File: config.mk
export PLATFORM = sky130hd
export DESIGN_NAME = enigma_step_ctrl_flat
export DESIGN_NICKNAME = d
export VERILOG_FILES = /design/src/rtl/enigma_pkg.sv /design/src/rtl/enigma_step_ctrl_if.sv /design/src/rtl/onehot_encode26.sv /design/src/rtl/enigma_step_ctrl.sv /design/src/flat_wrapper.sv
export SDC_FILE = /design/constraint.sdc
export NUM_CORES = 1
export LEC_CHECK = 0
export BUFFER_PORTS_ARGS = -buffer_cell sky130_fd_sc_hd__clkbuf_2
export CORE_ASPECT_RATIO = 2
export CORE_UTILIZATION = 50
export DETAILED_ROUTE_END_ITERATION = 10
export PLACE_DENSITY = 0.85
export SKIP_CTS_REPAIR_TIMING = 1
export SYNTH_ARGS = -nofsm -noshare
export SYNTH_HDL_FRONTEND = slang
export SYNTH_SLANG_ARGS = --single-unit
File: constraint.sdc
create_clock -name CLK -period 7.55 [get_ports CLK]
set_clock_uncertainty 0.05 [all_clocks]
set_input_delay 1.8875 -clock CLK [delete_from_list [all_inputs] [get_ports CLK]]
set_output_delay 1.8875 -clock CLK [all_outputs]
set_load 0.02 [all_outputs]
File: src/rtl/enigma_pkg.sv
// Shared types and helpers for the Enigma keypress sequencer.
// Latency: n/a (types and pure functions only).
// Backpressure: n/a.
// Contents: ALPHA, letter_t, onehot_t, step_state_t, inc26, sanitize26, letter_onehot.
package enigma_pkg;

  localparam int ALPHA = 26;

  typedef logic [4:0]       letter_t;
  typedef logic [ALPHA-1:0] onehot_t;

  typedef enum logic [1:0] {
    IDLE   = 2'd0,
    STEP   = 2'd1,
    SETTLE = 2'd2,
    DONE   = 2'd3
  } step_state_t;

  // Rotor advance modulo 26 (25 wraps to 0).
  function automatic letter_t inc26(input letter_t x);
    return (x >= letter_t'(ALPHA - 1)) ? '0 : x + 5'd1;
  endfunction

  // Out-of-alphabet load values are forced to 0.
  function automatic letter_t sanitize26(input letter_t x);
    return (x > letter_t'(ALPHA - 1)) ? '0 : x;
  endfunction

  function automatic onehot_t letter_onehot(input letter_t x);
    return onehot_t'(1) << x;
  endfunction

endpackage

File: src/rtl/enigma_step_ctrl_if.sv
// Bundle of all non-clock signals between the sequencer and its neighbours.
// Latency: n/a (wiring only).
// Backpressure: KEY_VALID/KEY_READY on the input side, OUT_VALID/OUT_READY on the result side.
// Modports: slave = the sequencer, master = front end / rotor stack / consumer side.
interface enigma_step_ctrl_if;
  import enigma_pkg::*;

  logic          KEY_VALID;
  logic          KEY_READY;
  letter_t       KEY_IDX;
  logic          LOAD;
  logic [14:0]   LOAD_POS;   // {L, M, R}
  letter_t       POS_L;
  letter_t       POS_M;
  letter_t       POS_R;
  onehot_t       PATH_IN;
  onehot_t       PATH_OUT;
  logic          OUT_VALID;
  logic          OUT_READY;
  letter_t       OUT_IDX;
  logic          ERR;

  modport slave (
    input  KEY_VALID, KEY_IDX, LOAD, LOAD_POS, PATH_OUT, OUT_READY,
    output KEY_READY, POS_L, POS_M, POS_R, PATH_IN, OUT_VALID, OUT_IDX, ERR
  );

  modport master (
    output KEY_VALID, KEY_IDX, LOAD, LOAD_POS, PATH_OUT, OUT_READY,
    input  KEY_READY, POS_L, POS_M, POS_R, PATH_IN, OUT_VALID, OUT_IDX, ERR
  );

endinterface

File: src/rtl/onehot_encode26.sv
// One-hot to letter index encoder with a single-hot flag.
// Latency: combinational.
// Backpressure: none.
// Ports: oh_i (26-bit one-hot), idx_o (highest set bit position), single_o (exactly one bit set).
module onehot_encode26
  import enigma_pkg::*;
(
  input  onehot_t oh_i,
  output letter_t idx_o,
  output logic    single_o
);

  logic [4:0] n_set;

  always_comb begin
    idx_o = '0;
    n_set = '0;
    for (int i = 0; i < ALPHA; i++) begin
      if (oh_i[i]) begin
        idx_o = letter_t'(i);
        n_set = n_set + 5'd1;
      end
    end
    single_o = (n_set == 5'd1);
  end

endmodule

File: src/rtl/enigma_step_ctrl.sv
// Keypress sequencer: steps three rotors (with double step), drives the letter into the rotor path, captures the result.
// Latency: key accepted at edge E0 -> positions/PATH_IN after E0+1 -> capture and OUT_VALID after E0+1+SETTLE_CYCLES.
// Backpressure: KEY_READY low outside IDLE (and while LOAD); OUT_READY low holds the result in DONE indefinitely.
// Ports: CLK, RST_N (async active-low); bus.slave carries key handshake, LOAD/LOAD_POS, POS_L/M/R,
//        PATH_IN/PATH_OUT, result handshake OUT_VALID/OUT_READY/OUT_IDX, and sticky ERR.
module enigma_step_ctrl
  import enigma_pkg::*;
#(
  parameter int NOTCH_R       = 21,
  parameter int NOTCH_M       = 4,
  parameter int SETTLE_CYCLES = 2
) (
  input  logic              CLK,
  input  logic              RST_N,
  enigma_step_ctrl_if.slave bus
);

  typedef logic [7:0] cnt_t;

  localparam letter_t NR       = letter_t'(NOTCH_R);
  localparam letter_t NM       = letter_t'(NOTCH_M);
  localparam cnt_t    CNT_INIT = cnt_t'(SETTLE_CYCLES - 1);

  step_state_t state_q, state_d;
  letter_t     pos_l_q, pos_l_d;
  letter_t     pos_m_q, pos_m_d;
  letter_t     pos_r_q, pos_r_d;
  letter_t     idx_q, idx_d;
  letter_t     out_idx_q, out_idx_d;
  cnt_t        cnt_q, cnt_d;
  logic        err_q, err_d;

  letter_t     enc_idx;
  logic        enc_single;

  logic        key_fire;
  logic        key_ok;
  logic        settle_done;

  onehot_encode26 u_enc (
    .oh_i     (bus.PATH_OUT),
    .idx_o    (enc_idx),
    .single_o (enc_single)
  );

  // LOAD masks the key handshake so it wins when both arrive together.
  assign key_fire    = (state_q == IDLE) && bus.KEY_VALID && !bus.LOAD;
  assign key_ok      = (bus.KEY_IDX <= letter_t'(ALPHA - 1));
  assign settle_done = (state_q == SETTLE) && (cnt_q == '0);

  // ---------------- FSM: state register ----------------
  always_ff @(posedge CLK or negedge RST_N) begin
    if (!RST_N) state_q <= IDLE;
    else        state_q <= state_d;
  end

  // ---------------- FSM: next state ----------------
  always_comb begin
    state_d = state_q;
    unique case (state_q)
      IDLE:    if (key_fire && key_ok) state_d = STEP;
      STEP:    state_d = SETTLE;
      SETTLE:  if (cnt_q == '0) state_d = DONE;
      DONE:    if (bus.OUT_READY) state_d = IDLE;
      default: state_d = IDLE;
    endcase
  end

  // ---------------- FSM: outputs ----------------
  always_comb begin
    bus.KEY_READY = 1'b0;
    bus.OUT_VALID = 1'b0;
    bus.PATH_IN   = '0;
    unique case (state_q)
      IDLE:    bus.KEY_READY = !bus.LOAD;
      SETTLE:  bus.PATH_IN   = letter_onehot(idx_q);
      DONE:    bus.OUT_VALID = 1'b1;
      default: ;
    endcase
  end

  assign bus.POS_L   = pos_l_q;
  assign bus.POS_M   = pos_m_q;
  assign bus.POS_R   = pos_r_q;
  assign bus.OUT_IDX = out_idx_q;
  assign bus.ERR     = err_q;

  // ---------------- Datapath next state ----------------
  always_comb begin
    pos_l_d   = pos_l_q;
    pos_m_d   = pos_m_q;
    pos_r_d   = pos_r_q;
    idx_d     = idx_q;
    out_idx_d = out_idx_q;
    cnt_d     = cnt_q;
    err_d     = err_q;

    unique case (state_q)
      IDLE: begin
        if (bus.LOAD) begin
          pos_l_d = sanitize26(bus.LOAD_POS[14:10]);
          pos_m_d = sanitize26(bus.LOAD_POS[9:5]);
          pos_r_d = sanitize26(bus.LOAD_POS[4:0]);
          err_d   = 1'b0;
        end else if (key_fire) begin
          // Bad letters are swallowed: flag and stay idle.
          if (key_ok) idx_d = bus.KEY_IDX;
          else        err_d = 1'b1;
        end
      end
      STEP: begin
        // All conditions use pre-step positions. M moving when it already sits on
        // its own notch is the double-step anomaly.
        pos_r_d = inc26(pos_r_q);
        if ((pos_r_q == NR) || (pos_m_q == NM)) pos_m_d = inc26(pos_m_q);
        if (pos_m_q == NM)                      pos_l_d = inc26(pos_l_q);
        cnt_d = CNT_INIT;
      end
      SETTLE: begin
        if (settle_done) begin
          // A broken path (no or multiple bits) still yields a result, as letter 0.
          out_idx_d = enc_single ? enc_idx : '0;
          if (!enc_single) err_d = 1'b1;
        end else begin
          cnt_d = cnt_q - cnt_t'(1);
        end
      end
      default: ;
    endcase
  end

  always_ff @(posedge CLK or negedge RST_N) begin
    if (!RST_N) begin
      pos_l_q   <= '0;
      pos_m_q   <= '0;
      pos_r_q   <= '0;
      idx_q     <= '0;
      out_idx_q <= '0;
      cnt_q     <= '0;
      err_q     <= 1'b0;
    end else begin
      pos_l_q   <= pos_l_d;
      pos_m_q   <= pos_m_d;
      pos_r_q   <= pos_r_d;
      idx_q     <= idx_d;
      out_idx_q <= out_idx_d;
      cnt_q     <= cnt_d;
      err_q     <= err_d;
    end
  end

endmodule

File: src/flat_wrapper.sv
// flat-port wrapper written by rule: the top's interface ports become plain ports
module enigma_step_ctrl_flat import enigma_pkg::*;
#(
  parameter int NOTCH_R       = 21,
  parameter int NOTCH_M       = 4,
  parameter int SETTLE_CYCLES = 2
)
  (CLK, RST_N, bus_KEY_VALID, bus_KEY_IDX, bus_LOAD, bus_LOAD_POS, bus_PATH_OUT, bus_OUT_READY, bus_KEY_READY, bus_POS_L, bus_POS_M, bus_POS_R, bus_PATH_IN, bus_OUT_VALID, bus_OUT_IDX, bus_ERR);
  enigma_step_ctrl_if bus_i ();
  input  logic CLK;
  input  logic RST_N;
  input wire logic [$bits(bus_i.KEY_VALID)-1:0] bus_KEY_VALID;
  input wire logic [$bits(bus_i.KEY_IDX)-1:0] bus_KEY_IDX;
  input wire logic [$bits(bus_i.LOAD)-1:0] bus_LOAD;
  input wire logic [$bits(bus_i.LOAD_POS)-1:0] bus_LOAD_POS;
  input wire logic [$bits(bus_i.PATH_OUT)-1:0] bus_PATH_OUT;
  input wire logic [$bits(bus_i.OUT_READY)-1:0] bus_OUT_READY;
  output wire logic [$bits(bus_i.KEY_READY)-1:0] bus_KEY_READY;
  output wire logic [$bits(bus_i.POS_L)-1:0] bus_POS_L;
  output wire logic [$bits(bus_i.POS_M)-1:0] bus_POS_M;
  output wire logic [$bits(bus_i.POS_R)-1:0] bus_POS_R;
  output wire logic [$bits(bus_i.PATH_IN)-1:0] bus_PATH_IN;
  output wire logic [$bits(bus_i.OUT_VALID)-1:0] bus_OUT_VALID;
  output wire logic [$bits(bus_i.OUT_IDX)-1:0] bus_OUT_IDX;
  output wire logic [$bits(bus_i.ERR)-1:0] bus_ERR;
  assign bus_i.KEY_VALID = bus_KEY_VALID;
  assign bus_i.KEY_IDX = bus_KEY_IDX;
  assign bus_i.LOAD = bus_LOAD;
  assign bus_i.LOAD_POS = bus_LOAD_POS;
  assign bus_i.PATH_OUT = bus_PATH_OUT;
  assign bus_i.OUT_READY = bus_OUT_READY;
  assign bus_KEY_READY = bus_i.KEY_READY;
  assign bus_POS_L = bus_i.POS_L;
  assign bus_POS_M = bus_i.POS_M;
  assign bus_POS_R = bus_i.POS_R;
  assign bus_PATH_IN = bus_i.PATH_IN;
  assign bus_OUT_VALID = bus_i.OUT_VALID;
  assign bus_OUT_IDX = bus_i.OUT_IDX;
  assign bus_ERR = bus_i.ERR;
  enigma_step_ctrl #(.NOTCH_R(NOTCH_R), .NOTCH_M(NOTCH_M), .SETTLE_CYCLES(SETTLE_CYCLES)) u_core (.CLK(CLK), .RST_N(RST_N), .bus(bus_i));
endmodule
== After elaboration in Yosys (flattened, before gate mapping) ==
Cells that the tools add are included.

* Register bits: 36
* Input bits: 51
* Output and inout bits: 49
* Word-level logic and storage cells: 163

* $add $sub $neg: 29
* $lt $le $gt $ge: 7
* Equality and inequality tests: 17
* Shifts and indexed selects: 1
* Mux-type cells: 81
* Bitwise operators: 1
* Reduce and logical (&&, ||, !) cells: 19

{| class="wikitable"
|+ Operators with widths
! cell !! count
|-
| 5-bit two-way mux || 61
|-
| 5-bit by 1-bit adder with 5-bit output (second input constant) || 27
|-
| 5-bit one-hot mux with 2 select lines || 3
|-
| 26-bit two-way mux || 1
|-
| 1-bit by 5-bit << shifter with 26-bit output (first input constant) || 1
|-
| 8-bit one-hot mux with 2 select lines || 1
|-
| 5-bit >= comparator (second input constant) || 3
|-
| 5-bit > comparator (second input constant) || 3
|-
| 2-bit != test (second input constant) || 6
|-
| 1-bit two-way mux || 9
|-
| 3-bit AND reduction || 3
|-
| 8-bit zero test || 1
|-
| 8-bit two-way mux || 1
|-
| 2-bit one-hot mux with 4 select lines || 1
|-
| 8-bit by 1-bit subtractor with 8-bit output (second input constant) || 1
|-
| 2-bit two-way mux || 3
|-
| 2-bit by 1-bit != test with 1-bit output (second input constant) || 3
|-
| 2-bit AND reduction || 3
|-
| 2-bit nonzero test || 3
|-
| 5-bit by 1-bit equality test with 1-bit output (second input constant) || 1
|-
| 5-bit by 3-bit equality test with 1-bit output (second input constant) || 1
|-
| 5-bit equality test (second input constant) || 1
|-
| 5-bit <= comparator (second input constant) || 1
|-
| 5-bit AND reduction || 1
|-
| other kinds (12) || 16
|}

== Longest topological paths before layout ==
* Depth after elaboration: 55
* Depth in mapped cells: 81
* Gate-level depth less buffers: 81

== Modules after synthesis ==
From an unflattened synthesis, not the netlist that was laid out.

* Cell total of the unflattened synthesis: 663
* Area, all modules: 5323.9 um2

{| class="wikitable"
|+ Modules (own cells, without submodules)
! module !! times used !! cells each !! area an instance (um2) !! seq. area each (um2)
|-
| onehot_encode26 || 1 || 389 || 2954.1 || 0.0
|-
| enigma_step_ctrl || 1 || 274 || 2369.8 || 900.9
|}

== Worst setup path before layout ==
OpenSTA, ideal clock, no wires.

* Path kind: input port to flip-flop
* Start: in bus_PATH_OUT[0]
* End: reg u_core.err_q (netlist: u_core.bus.ERR)
* Setup time: 0.129 ns
* Data arrival time: 15.937 ns
* Data required time: 7.371 ns
* Slack: -8.567 ns
* Stages on the path: 80
* Path buffers: 0
* Cell sequence: inv_1 -> ha_1 -> xor2_1 -> ha_1 -> mux2_2 -> ha_1 -> mux2_2 -> ha_1 -> inv_1 -> a22oi_1 -> or2_2 -> ha_1 -> nand2b_1 -> o31ai_1 -> inv_1 -> ha_1 -> nand2_1 -> o21ai_0 -> (+44 left out) -> o211a_1 -> ha_1 -> mux2_2 -> ha_1 -> nor2_1 -> nor2_1 -> ha_1 -> nand2_1 -> nand2_1 -> ha_1 -> nor2b_1 -> a21oi_1 -> ha_1 -> mux2_2 -> ha_1 -> o41ai_1 -> nand2_1 -> o41a_1

* Longest elaborated chain between the ends: 54

{| class="wikitable"
|+ Ends and longest elaborated chain
! item !! RTL line !! source
|-
| start, declared || flat_wrapper.sv:16 || <nowiki>input wire logic [$bits(bus_i.PATH_OUT)-1:0] bus_PATH_OUT;</nowiki>
|-
| 1-bit two-way mux (*) || onehot_encode26.sv:19 || <nowiki>if (oh_i[i]) begin</nowiki>
|-
| 1-bit by 1-bit adder with 2-bit output || onehot_encode26.sv:21 || <nowiki>n_set = n_set + 5'd1;</nowiki>
|-
| 5-bit two-way mux (*) || onehot_encode26.sv:19 ||
|-
| 5-bit by 1-bit adder with 5-bit output || onehot_encode26.sv:21 ||
|-
| 5-bit two-way mux (*) || onehot_encode26.sv:19 ||
|-
| 5-bit by 1-bit adder with 5-bit output || onehot_encode26.sv:21 ||
|-
| 5-bit two-way mux (*) || onehot_encode26.sv:19 ||
|-
| 5-bit by 1-bit adder with 5-bit output || onehot_encode26.sv:21 ||
|-
| (+38 left out) || n/a ||
|-
| 5-bit two-way mux (*) || onehot_encode26.sv:19 ||
|-
| 5-bit by 1-bit adder with 5-bit output || onehot_encode26.sv:21 ||
|-
| 5-bit two-way mux (*) || onehot_encode26.sv:19 ||
|-
| 5-bit by 1-bit adder with 5-bit output || onehot_encode26.sv:21 ||
|-
| 5-bit two-way mux (*) || onehot_encode26.sv:19 ||
|-
| 5-bit by 1-bit equality test with 1-bit output (*) || onehot_encode26.sv:24 || <nowiki>single_o = (n_set == 5'd1);</nowiki>
|-
| 2-bit != test (no source line) (*) || n/a ||
|-
| 5-bit AND reduction (no source line) (*) || n/a ||
|-
| end signal, assigned || enigma_step_ctrl.sv:148 || <nowiki>err_q <= err_d;</nowiki>
|-
| end, declared || enigma_step_ctrl.sv:31 || <nowiki>logic err_q, err_d;</nowiki>
|}

Mark *: on every way between the ends. The rest lies on a longest branch, timed or not.
A chain may end at the register's enable or synchronous reset.

== Final worst setup path ==
* Start: in bus_PATH_OUT[1]
* End: reg u_core.out_idx_q[4] (netlist: u_core.bus.OUT_IDX[4])

* Longest elaborated chain between the ends: 51

{| class="wikitable"
|+ Ends and longest elaborated chain
! item !! RTL line !! source
|-
| 5-bit two-way mux (*) || onehot_encode26.sv:19 ||
|-
| 5-bit by 1-bit adder with 5-bit output || onehot_encode26.sv:21 ||
|-
| 5-bit two-way mux (*) || onehot_encode26.sv:19 ||
|-
| 5-bit by 1-bit adder with 5-bit output || onehot_encode26.sv:21 ||
|-
| 5-bit two-way mux (*) || onehot_encode26.sv:19 ||
|-
| 5-bit by 1-bit adder with 5-bit output || onehot_encode26.sv:21 ||
|-
| 5-bit two-way mux (*) || onehot_encode26.sv:19 ||
|-
| 5-bit by 1-bit adder with 5-bit output || onehot_encode26.sv:21 ||
|-
| (+35 left out) || n/a ||
|-
| 5-bit by 1-bit adder with 5-bit output || onehot_encode26.sv:21 ||
|-
| 5-bit two-way mux (*) || onehot_encode26.sv:19 ||
|-
| 5-bit by 1-bit adder with 5-bit output || onehot_encode26.sv:21 ||
|-
| 5-bit two-way mux (*) || onehot_encode26.sv:19 ||
|-
| 5-bit by 1-bit adder with 5-bit output || onehot_encode26.sv:21 ||
|-
| 5-bit two-way mux (*) || onehot_encode26.sv:19 ||
|-
| 5-bit by 1-bit equality test with 1-bit output (*) || onehot_encode26.sv:24 ||
|-
| 5-bit two-way mux (*) || enigma_step_ctrl.sv:122 || <nowiki>out_idx_d = enc_single ? enc_idx : '0;</nowiki>
|-
| end signal, assigned || enigma_step_ctrl.sv:146 || <nowiki>out_idx_q <= out_idx_d;</nowiki>
|-
| end, declared || enigma_step_ctrl.sv:29 || <nowiki>letter_t out_idx_q, out_idx_d;</nowiki>
|}

Marked as above.

==> flow_metrics.tcl <==
set metrics [dict create \
    status "complete, but fails checks" \
    violations "negative setup slack" \
    clk_latency_ns 0.29 \
    utilization_pct 72.6 \
    port_buffers 99 \
    cts_tree "yes" \
    die_h_microns 151 \
    cts_root_buffer "clkbuf_16" \
    fill_cells 771 \
    fin_cells 1067 \
    timing.rr.end "u_core.cnt_q[5]" \
    yosys.area.top_type_share_pct 16.3 \
    min_period_ns 15.03 \
    yosysMostFrequentCell "nand2_1" \
    hold_path_depth 2 \
    die_area_sq_mm 0.0115 \
    hold_path_class "flop to flop" \
    cts_max_level 2 \
    clockBufferDepth 2 \
    worst_ep_arrival_time_ns 15.14 \
    timing.fmax_mhz 66.5 \
    wl_mm 17.6 \
    multi_input_area_sq_mm 0.00477 \
    slowest_stage "o41ai_2" \
    synthFlopType "dfrtp_1" \
    drive_gt1_share_pct 41.0 \
    ant_nets 0 \
    grt_max_degree 37 \
    clock_sinks 36 \
    slew-limit-headroom_pct 40.5 \
    wl_per_cell_microns 16.5 \
    syn-num-nets 781 \
    place_inst 1044 \
    synth_cell_type_count 83 \
    synth_cells 691 \
    syn-cell-area_sq_mm 0.00554 \
    async_flop_share_pct 100 \
    dieWidth_microns 76.5 \
    first_pass_iters 5 \
    min-delay-start "u_core.bus.OUT_IDX[3]" \
    drt_iter0_drc 319 \
    synth_edf_count 0 \
    end_kind "flop" \
    initial_core_util_pct 51.0 \
    drv_cap 0 \
    areaGrowthSynthToFinish_pct 42.5 \
    final-seq-area_sq_um 901 \
    grt_overflow 0 \
    vias 6203 \
    ys_seq_area_share_pct 16.3 \
    synth_seq_cells 36 \
    synth.area.top_cells "dfrtp_1, ha_1, xnor2_1" \
    grtUsageTotal_pct 28.8 \
    crit_path_max_incr_delay_ns 0.34 \
    yosysWarnings 0 \
    post-route-period-util_pct 199 \
    worst_r2r_path_depth 8 \
    dp_hpwl_mm 13.8 \
    numCtsBuffers 5 \
    crit_fanout 4 \
    avgSynthCellArea_sq_um 8.02 \
    pin_count 100 \
    antenna_found_initial 0 \
    rsz0062_at_grt "true" \
    first_global_vias 6051 \
    rows 54 \
    min_to "u_core.bus.OUT_IDX[3]" \
    core_sq_mm 0.0109 \
    via_per_inst 5.81 \
    cp_data_required_time_ns 7.66 \
    diodes 0 \
    finalHoldViolCount 0 \
    place.gp.congestion 0.924 \
    grt_pass1_wl_mm 26.7 \
    drv_slew 0 \
    fin_nets 1016 \
    synth_common_cells "nand2_1, nor2_1, xnor2_1" \
    setup_viol_count_final 6 \
    synth_top_area_cell "dfrtp_1" \
    path_clk_slew_ns 0.05 \
    crit_top_cell "ha_4" \
    start_kind "input port" \
    worstSetupPathType "input port to flop" \
    drc 0 \
    r2r_start "u_core.state_q[1]" \
    rrSetupSlack_ns 4.67 \
    worst_slew_pin_slew_ns 0.892 \
    timing.final.ws_setup_ns -7.48 \
]
[worst max-delay path, delay by kind of cell]
kind                       cells  cell delay, ns
xor gates and xnor gates       2            0.33
adders and majority gates     24            6.17
buffers and inverters          9            0.68
and+or+nand+nor               21            2.12
muxes                          5            1.32
AOI/OAI and AO/OA             22            2.61
[routing by layer]
layer | track usage (%) | part of all wire (%)
met3 | 2.35 | 3.3
met4 | 20.8 | 6.7
met1 | 25.3 | 32
met2 | 59.5 | 58
met5 | 0 | 0
[cell type report]
class,instances,area share [%]
Clock buffer,5,1.58
Sequential cell,36,11.4
Timing Repair Buffer,261,21.9
Tap cell,140,2.22
Inverter,42,2.19
Multi-Input combinational cell,580,60.4
Clock inverter,3,0.301
[cells by family (layout without fill, tap and decap cells)]
logic type	after synthesis	in the layout	synth area share (%)
multiplexers	20	20	3.86
adder cells (fa/ha/maj)	39	39	8.80
AND/OR/NAND/NOR	263	263	23.4
XOR/XNOR	94	94	21.8
flip-flops	36	36	16.3
AO/OA/AOI/OAI	164	164	20.3
buffers and inverters	75	311	5.64
[placed cells by master (no fill, tap or decap), drive strengths merged, types with 7 or more instances in the layout]
| cell | count |
|---|---|
| buf | 164 |
| clkbuf | 102 |
| nand2 | 71 |
| nor2 | 66 |
| xnor2 | 57 |
| o21ai | 44 |
| inv | 42 |
| a21oi | 39 |
| ha | 39 |
| dfrtp | 36 |
| nand3 | 28 |
| xor2 | 23 |
| nor3 | 20 |
| xnor3 | 12 |
| mux2 | 11 |
| o31ai | 11 |
| nor4 | 10 |
| mux2i | 9 |
| nor2b | 9 |
| nand2b | 9 |
| nand4 | 8 |
| and3 | 7 |
[how the worst max path moves through the flow]
stage | from | depth (start not counted) | end | slack, ns
4_1_cts | bus_PATH_OUT[1] | 81 | u_core.bus.ERR | -7.66
6_report | bus_PATH_OUT[1] | 83 | u_core.bus.OUT_IDX[4] | -7.48
2_1_floorplan | bus_PATH_OUT[1] | 80 | u_core.bus.ERR | -7.65
3_5_place_dp | bus_PATH_OUT[1] | 81 | u_core.bus.ERR | -7.90
3_3_place_gp | bus_PATH_OUT[1] | 81 | u_core.bus.ERR | -7.41
5_1_grt | bus_PATH_OUT[1] | 84 | u_core.bus.OUT_IDX[4] | -8.21
[flip-flops by register name, summed over array words and instances, names as in the netlist]
| name | count |
|---|---|
| u_core.bus.ERR | 1 |
| u_core.bus.OUT_IDX | 5 |
| u_core.bus.POS_L | 5 |
| u_core.bus.POS_M | 5 |
| u_core.bus.POS_R | 5 |
| u_core.cnt_q | 8 |
| u_core.idx_q | 5 |
| u_core.state_q | 2 |
[through the flow]
| step | setup slack, ns | hold WS (ns) | cell area [sq um] | TNS, ns |
|---|---|---|---|---|
| floorplan | -7.65 | 0.418 | 5800 | -44.96 |
| detailed placement | -7.90 | 0.420 | 7420 | -46.83 |
| CTS | -7.66 | 0.431 | 7570 | -45.47 |
| global placement | -7.41 | 0.419 | 7420 | -43.95 |
| finish | -7.48 | 0.439 | 7900 | -43.74 |
| global route | -8.21 | 0.471 | 7900 | -48.09 |
Power is left out: the tool's default activity adds up to more than one toggle a clock period on the data nets, which glitch-free logic cannot reach.
